<file path="src/rtl/seg_pkg.sv">
// Shared constants for the multiplexed seven-segment scan driver:
// character codes, active-low segment patterns ({g,f,e,d,c,b,a}) and
// the default decimal-point mask.
package seg_pkg;

    localparam logic [4:0] CH_DASH  = 5'd16;
    localparam logic [4:0] CH_BLANK = 5'd31;

    localparam logic [6:0] SEG_0     = 7'b1000000;
    localparam logic [6:0] SEG_1     = 7'b1111001;
    localparam logic [6:0] SEG_2     = 7'b0100100;
    localparam logic [6:0] SEG_3     = 7'b0110000;
    localparam logic [6:0] SEG_4     = 7'b0011001;
    localparam logic [6:0] SEG_5     = 7'b0010010;
    localparam logic [6:0] SEG_6     = 7'b0000010;
    localparam logic [6:0] SEG_7     = 7'b1111000;
    localparam logic [6:0] SEG_8     = 7'b0000000;
    localparam logic [6:0] SEG_9     = 7'b0010000;
    localparam logic [6:0] SEG_A     = 7'b0001000;
    localparam logic [6:0] SEG_B     = 7'b0000011;
    localparam logic [6:0] SEG_C     = 7'b1000110;
    localparam logic [6:0] SEG_D     = 7'b0100001;
    localparam logic [6:0] SEG_E     = 7'b0000110;
    localparam logic [6:0] SEG_F     = 7'b0001110;
    localparam logic [6:0] SEG_DASH  = 7'b0111111;
    localparam logic [6:0] SEG_BLANK = 7'h7F;

    localparam logic [7:0] DEFAULT_DP_MASK = 8'b00010100;

    // Every code above the dash is rendered as a fully dark digit.
    function automatic logic isBlankCode(input logic [4:0] code);
        return code > CH_DASH;
    endfunction

endpackage

</file>
<file path="src/rtl/seg_char_decode.sv">
// Combinational character decoder: 5-bit character code to active-low
// seven-segment pattern. Digits, hex letters, a dash, and blank otherwise.
module seg_char_decode
    import seg_pkg::*;
(
    input  logic [4:0] i_code,
    output logic [6:0] o_seg
);

    // Map each character code onto its segment pattern; unused codes go dark.
    always_comb begin
        o_seg = SEG_BLANK;
        case (i_code)
            5'd0:    o_seg = SEG_0;
            5'd1:    o_seg = SEG_1;
            5'd2:    o_seg = SEG_2;
            5'd3:    o_seg = SEG_3;
            5'd4:    o_seg = SEG_4;
            5'd5:    o_seg = SEG_5;
            5'd6:    o_seg = SEG_6;
            5'd7:    o_seg = SEG_7;
            5'd8:    o_seg = SEG_8;
            5'd9:    o_seg = SEG_9;
            5'd10:   o_seg = SEG_A;
            5'd11:   o_seg = SEG_B;
            5'd12:   o_seg = SEG_C;
            5'd13:   o_seg = SEG_D;
            5'd14:   o_seg = SEG_E;
            5'd15:   o_seg = SEG_F;
            CH_DASH: o_seg = SEG_DASH;
            default: o_seg = SEG_BLANK;
        endcase
    end

endmodule

</file>
<file path="src/rtl/seg_scan_driver.sv">
// Eight-digit multiplexed seven-segment scan driver. Each digit gets DIV
// clocks, the first of which is a dark guard cycle against ghosting. The
// display word is captured once per frame into a shadow register so a
// frame is never torn by upstream updates.
module seg_scan_driver
    import seg_pkg::*;
#(
    parameter int             DIV     = 100000,
    parameter logic [7:0]     DP_MASK = DEFAULT_DP_MASK
)(
    input  logic        clk,
    input  logic        reset,
    input  logic [39:0] display,
    output logic [7:0]  an,
    output logic [6:0]  seg,
    output logic        dp,
    output logic        frame_done
);

    localparam int             CW      = (DIV > 1) ? $clog2(DIV) : 1;
    localparam logic [CW-1:0]  CNT_MAX = CW'(DIV - 1);

    logic [1:0]    r_rstSync;
    logic [CW-1:0] r_cnt;
    logic [2:0]    r_idx;
    logic [39:0]   r_shadow;
    logic [7:0]    r_an;
    logic [6:0]    r_seg;
    logic          r_dp;
    logic          r_frameDone;

    logic          w_rstN;
    logic          w_slotEnd;
    logic          w_frameEnd;
    logic [4:0]    w_code;
    logic [6:0]    w_decSeg;
    logic          w_codeBlank;

    // Reset assertion is passed straight through; release is delayed two clocks.
    always_ff @(posedge clk or negedge reset) begin
        if (!reset) begin
            r_rstSync <= 2'b00;
        end else begin
            r_rstSync <= {r_rstSync[0], 1'b1};
        end
    end

    assign w_rstN     = r_rstSync[1];
    assign w_slotEnd  = (r_cnt == CNT_MAX);
    assign w_frameEnd = w_slotEnd && (r_idx == 3'd7);

    // Slot counter and digit index advance together at the end of each slot.
    always_ff @(posedge clk or negedge w_rstN) begin
        if (!w_rstN) begin
            r_cnt <= '0;
            r_idx <= '0;
        end else if (w_slotEnd) begin
            r_cnt <= '0;
            r_idx <= r_idx + 3'd1;
        end else begin
            r_cnt <= r_cnt + CW'(1);
        end
    end

    // Capture the display word once per frame, on the last cycle of digit 7.
    always_ff @(posedge clk or negedge w_rstN) begin
        if (!w_rstN) begin
            r_shadow <= {40{1'b1}};
        end else if (w_frameEnd) begin
            r_shadow <= display;
        end
    end

    // Select the character code of the digit currently being scanned.
    always_comb begin
        w_code = r_shadow[4:0];
        case (r_idx)
            3'd0: w_code = r_shadow[4:0];
            3'd1: w_code = r_shadow[9:5];
            3'd2: w_code = r_shadow[14:10];
            3'd3: w_code = r_shadow[19:15];
            3'd4: w_code = r_shadow[24:20];
            3'd5: w_code = r_shadow[29:25];
            3'd6: w_code = r_shadow[34:30];
            3'd7: w_code = r_shadow[39:35];
            default: w_code = r_shadow[4:0];
        endcase
    end

    seg_char_decode u_decode (
        .i_code (w_code),
        .o_seg  (w_decSeg)
    );

    assign w_codeBlank = isBlankCode(w_code);

    // Register the pin drive: dark on guard cycles, otherwise the selected digit.
    always_ff @(posedge clk or negedge w_rstN) begin
        if (!w_rstN) begin
            r_an        <= 8'hFF;
            r_seg       <= SEG_BLANK;
            r_dp        <= 1'b1;
            r_frameDone <= 1'b0;
        end else begin
            r_frameDone <= w_frameEnd;
            if (r_cnt == '0) begin
                r_an  <= 8'hFF;
                r_seg <= SEG_BLANK;
                r_dp  <= 1'b1;
            end else begin
                r_an  <= ~(8'b1 << r_idx);
                r_seg <= w_decSeg;
                r_dp  <= w_codeBlank ? 1'b1 : ~DP_MASK[r_idx];
            end
        end
    end

    assign an         = r_an;
    assign seg        = r_seg;
    assign dp         = r_dp;
    assign frame_done = r_frameDone;

endmodule
</file>
<file path="config.mk">
export PLATFORM = sky130hd
export DESIGN_NAME = seg_scan_driver
export DESIGN_NICKNAME = d
export VERILOG_FILES = /design/src/rtl/seg_pkg.sv /design/src/rtl/seg_char_decode.sv /design/src/rtl/seg_scan_driver.sv
export SDC_FILE = /design/constraint.sdc
export NUM_CORES = 1
export LEC_CHECK = 0
export BUFFER_PORTS_ARGS = -buffer_cell sky130_fd_sc_hd__buf_4
export CORE_MARGIN = 5
export CORE_UTILIZATION = 28
export CTS_BUF_LIST = sky130_fd_sc_hd__clkbuf_16
export DETAILED_ROUTE_END_ITERATION = 10
export HOLD_SLACK_MARGIN = 0.05
export SLEW_MARGIN = 5
export SYNTH_ARGS = -nofsm -noshare
export SYNTH_HDL_FRONTEND = slang
export SYNTH_SLANG_ARGS = --single-unit
</file>
<file path="constraint.sdc">
create_clock -name clk -period 2.6 [get_ports clk]
set_input_delay 0.52 -clock clk [delete_from_list [all_inputs] [get_ports clk]]
set_output_delay 0.52 -clock clk [all_outputs]
set_load 0.05 [all_outputs]
</file>
# == Word-level counts from Yosys, hierarchy flattened ==
# Memory sizes are Yosys's and may differ from the RTL's.
# Index checks and enable logic that the tools add are counted.
# W data, S select, Z words.
# totals
mem_bits_ro,232
wordCells,35
mem_count,2
ramBits,0
latchBits,0
output_inout_bits,17
reg_bits,79
# classes
addsub,2
order_cmp,2
div,0
n_reduce_logical,3
mux,7
multipliers,0
n_bitwise,2
shifts,1
n_eq_ne,8
# mem_list
memory,words,width,rd,rd_ports_with_merged_regs,wr,line_no,source
(no name shown),32,7,1,0,0,seg_char_decode.sv:13,case (i_code)
(no name shown),8,1,1,0,0,seg_scan_driver.sv:113,r_dp <= w_codeBlank ? 1'b1 : ~DP_MASK[r_idx];
# ops
op,n
$pmux W5 S8,1
$add A17 B1 Y17 const B,1
$eq A17 B17 Y1 const B,1
$logic_not A17 Y1,1
$mux W17,1
$eq A3 B3 Y1 const B,4
$mux W8,1
$not A8 Y8,1
$shl A1 B3 Y8 const A,1
$mux W7,1
$eq A3 B2 Y1 const B,2
$gt A5 B5 Y1 const B,1
$lt A3 B4 Y1 const B,1
$add A3 B1 Y3 const B,1
$eq A3 B1 Y1 const B,1
$logic_not A3 Y1,1
$mux W1,3
$logic_and A1 B1 Y1,1
$not A1 Y1,1

# == Longest topological paths before layout ==
# depth
ltp_word,5
mapped_depth,13
ltp_nobuf,11

# == Hierarchy ==
# Synthesis repeated with hierarchy kept, for this count alone.
# unflattened
cells_unflattened,299
hier_area_um2,3726.1
# modules_own_cells
mod,cells_per_inst,area_per_inst_um2,instances
seg_scan_driver,260,3420.8,1
seg_char_decode,39,305.3,1

# == Worst setup path after synthesis ==
# Ideal clock, no wire load.
# synth_timing
path_type,reg-to-reg
from,register r_idx[0]
to,"register r_seg[0], in the netlist seg[0]"
arrival_time_ns,3.067
setup_slack_ns,-0.547
setup_ns,0.080
synth_period_minus_slack_ns,3.147
path_stages_with_launch,13
path_buffers,2
cell_sequence,dfrtp_1 ha_1 ha_1 buf_2 or4_4 or2_0 buf_6 a31oi_1 inv_1 ha_1 or3_1 o221ai_1 nand2_1
# synth_via
elab_chain_cells,4
word_cells_on_any_way,11
classes_between,7 x eq/ne; 2 x mux; 1 x reduce/logical; 1 x memory
# synth_rtl
element,line_no,source
"start, declared",seg_scan_driver.sv:25,logic [2:0] r_idx;
"start signal, assigned",seg_scan_driver.sv:59,r_idx <= r_idx + 3'd1;
$eq A3 B3 Y1 (tied with other cells),seg_scan_driver.sv:77,case (r_idx)
$pmux W5 S8 *,seg_scan_driver.sv:77,
$mem_v2 Z32 W7 *,--,
$mux W7 *,seg_scan_driver.sv:106,if (r_cnt == '0) begin
"end signal, assigned",seg_scan_driver.sv:112,r_seg <= w_decSeg;
"end, declared",seg_scan_driver.sv:28,logic [6:0] r_seg;
# Every way passes the cells marked *; elsewhere a longest branch is shown, timed or not.
# A chain may end at the register's enable or synchronous reset.

# == Worst setup path in the final report ==
# layout_timing
from,register r_idx[0]
to,"register r_seg[3], in the netlist seg[3]"
# The elaborated chain is that of the path after synthesis.

==> reports/metrics.csv <==
stage;metric;value;unit
outcome;status;finished with violations;
outcome;failed_checks;setup timing;
synthesis;synthTopCellsByArea;dfstp_2 (39%), dfrtp_1 (15%), mux2_2 (14%);
worst_setup_path;cp_slowest_cell;or4_4;
worst_setup_path;crit_path_start;r_idx[0]$_DFFE_PN0N_;
power;swShare;23.5;%
worst_setup_path;cp_max_fo;4;
routing;num_vias;2648;
power;vdd_drop_max;0.000304;V
routing;wl_per_cell;15.1;µm
timing;worst_pin_slew;0.524;ns
worst_setup_path;cp_slowest_stage_delay;0.48;ns
worst_setup_path;crit_arrival;3.03;ns
power;p_leak;2.16;nW
placed_design;numPortBuffers;58;
worst_setup_path;rr_startpoint;r_idx[0]$_DFFE_PN0N_;
layout;area_delta_synth_final;37.4;%
timing;timing.hold.ws;0.305;ns
global_routing;antenna_found_initial;0;
clock_network;clockRootBuffer;clkbuf_16;
placed_design;dp_cells;558;
worst_setup_path;cp_data_required_time;2.87;ns
worst_setup_path;crit_family;simple AND/OR/NAND/NOR gates;
global_routing;grt_pass1_wl;13700;µm
placed_design;dp_hpwl;6220;µm
power;p_sw;0.000635;W
power;power_frac_comb;9.7;%
global_routing;grt_pass1_vias;2692;
floorplan;start_util;28.4;%
layout;num-fill-cells;1243;
synthesis;syn_inst;307;
floorplan;die_h;126;µm
synthesis;yosysSeqAreaShare;54.7;%
timing;period_share;106;%
clock_network;cts_htree_levels;3;
power;power.internal;0.00206;W
run;drv_cap;0;
timing;layout_min_cycle_time;2.77;ns
power;seqPwrFrac;49.1;%
global_routing;grt_start_max_net_pins;45;
worst_setup_path;path_buf_inv;2;
routing;ant_nets;0;
floorplan;pin_count;59;
worst_setup_path;crit_type;reg2reg;
synthesis;ys.flop_type;dfstp_2;
routing;drc_errors;0;
layout;antenna_cells;0;
layout;stdcell_count;583;
timing;setup_ws;-0.166;ns
synthesis;synth.ff_latch_count;79;
floorplan;core_area;13200;µm²
power;power.density;525;nW/µm²
floorplan;rows;42;
timing;rsz0062_at_grt;true;
timing;setup_viol;8;
timing;slew_headroom;65.0;%
worst_setup_path;path_cells;ha_4 > ha_4 > or4_4 > or2_1 > buf_6 > a31oi_4 > inv_4 > ha_1 > mux2_2 > mux2i_1 > nand2_1;
routing;drtPass1Iterations;4;
clock_network;clock-sinks;79;
clock_network;clkSlewWorstSetupHoldPaths;0.06;ns
synthesis;synth_top_cell_area_share;39.3;%
synthesis;syn_area_per_cell;12.2;µm²
clock_network;cts_tree;built;
synthesis;syn_area;3740;µm²
worst_setup_path;start_kind;flip-flop;
timing;hold_viol_final;0;
routing;routed_wl;8800;µm
layout;drive_gt1_share;60.7;%
timing;skew;0.00706;ns
synthesis;synthDistinctLibCells;45;
routing;via_per_inst;4.54;
clock_network;clock_path_buffers;2;
global_routing;grt.overflow.total;0;
timing;slew_violations;0;
routing;drt_iter0_markers;167;
synthesis;synth_edf_count;0;
power;clkPwrFrac;41.2;%
clock_network;numCtsBuffers;9;
synthesis;synth_nets;363;
worst_setup_path;path_common_cell;ha_4;
hold_path;hold_class;reg2async;
worst_setup_path;critPathCaptureType;flip-flop;
global_routing;gr-usage-all-layers;11.1;%
floorplan;die_area;15800;µm²
synthesis;async_reset_ff_share;100;%
timing;fmax;362;MHz
floorplan;die_width;126;µm
synthesis;ys_warn_count;0;
synthesis;synth_top_area_cell;dfstp_2;
clock_network;clkLatencyLatePin;0.34;ns
placed_design;place_congestion;0.847;
layout;num-nets-final;458;
==> flip-flops by register name, summed over array words and instances (netlist names) <==
| register | cells |
|---|---|
| frame_done | 1 |
| r_shadow | 40 |
| seg | 7 |
| dp | 1 |
| an | 8 |
| r_rstSync | 2 |
| r_idx | 3 |
| r_cnt | 17 |
==> cell usage after synthesis, drive strengths merged (3+ instances only) <==
| master | count |
|---|---|
| buf | 9 |
| clkbuf | 6 |
| dfrtp | 23 |
| xnor2 | 6 |
| nor3 | 4 |
| nor4 | 3 |
| nand2 | 29 |
| a22oi | 7 |
| or3 | 5 |
| a31oi | 7 |
| nand3 | 11 |
| a211o | 3 |
| o211ai | 3 |
| o21ai | 6 |
| ha | 14 |
| a21oi | 5 |
| dfstp | 56 |
| inv | 9 |
| and2 | 3 |
| nor2 | 16 |
| a221oi | 3 |
| mux2 | 45 |
| xor2 | 9 |
| nor2b | 3 |
| and3 | 3 |
==> final timing paths <==
path | cells after the start | slack, ns | to
worst max-delay path | 11 | -0.17 | seg[3]$_DFF_PN1_
worst min-delay path | 1 | 0.30 | r_idx[2]$_DFFE_PN0N_
worst max register to register | 11 | -0.17 | seg[3]$_DFF_PN1_
worst min register to register | 1 | 0.30 | r_idx[2]$_DFFE_PN0N_
max in group asynchronous | 1 | 1.87 | an[6]$_DFF_PN1_
min in group clk | 0 | 0.35 | r_rstSync[1]$_DFF_PN0_
==> routing by layer <==
metal	up-vias	global-route usage, %	wire length (µm)
met3	17	2.30	424
met2	58	17.8	4320
li1	1272	-	-
met5	-	0	0
met4	0	7.33	327
met1	1301	13.3	3730
==> cells by family after synthesis <==
group / Yosys count / synth area share [%]
and+or+nand+nor: 86 / 11.6
DFF: 79 / 54.7
muxes: 47 / 14.1
AOI/OAI and AO/OA: 41 / 8.36
buffers and inverters: 24 / 2.91
xor gates and xnor gates: 15 / 3.51
adders and majority gates: 14 / 4.68
other: 1 / 0.100
==> repair_timing <==
action | in CTS | in global routing
gates resized for setup | 16 | 26
pin swaps | 13 | 11
setup endpoints to repair | 8 | 8
hold endpoints to repair | 2 | 0
hold buffers | 1 | 0
buffers inserted | 5 | 3
==> stage by stage <==
stage          total power, W  setup TNS, ns  cell area (µm²)  setup WS [ns]  utilization [%]
3_5_place_dp          0.00158         -0.796             4630         -0.214             35.1
5_1_grt               0.00280          -1.32             5140         -0.258             39.0
2_1_floorplan         0.00147          -1.33             3820         -0.279                -
6_report              0.00270         -0.730             5140         -0.166             39.0
4_1_cts               0.00271         -0.394             5010         -0.105             38.0
3_3_place_gp          0.00157         -0.564             4630         -0.148             35.1
==> power groups by stage <==
stage,Sequential [W],Combinational (W),Clock [W]
2_1_floorplan,0.00139,0.0000848,0
3_3_place_gp,0.00134,0.000229,0
3_5_place_dp,0.00134,0.000234,0
4_1_cts,0.00133,0.000244,0.00114
5_1_grt,0.00133,0.000284,0.00119
6_report,0.00133,0.000262,0.00111
==> layout make-up <==
type,count,area (µm²),area share (%)
well taps,176,220,4.29
flip-flops and latches,79,2050,39.9
clock inverters,7,32.5,0.633
clock buffers,9,225,4.38
repair buffers,99,779,15.2
inverters,9,41.3,0.804
multi-input cells,204,1790,34.8
==> placed cells by master, fill, tap and decap left out, drive strengths merged, types with 2 or more instances in the layout <==
cell type / count
nor3: 4
ha: 14
xnor2: 6
nand2: 29
nand3b: 2
o211ai: 3
clkinv: 4
a211o: 3
mux2i: 2
and4: 2
nor2: 16
a21oi: 5
a221oi: 3
nand4: 2
o22ai: 2
nand3: 11
mux2: 45
and3: 3
buf: 98
clkbuf: 9
xor2: 9
nor4: 3
inv: 11
dfrtp: 23
and2: 3
o21ai: 6
dfstp: 56
nor2b: 3
a31oi: 7
or3: 5
a22oi: 7
(Power assumes the default switching activity.)
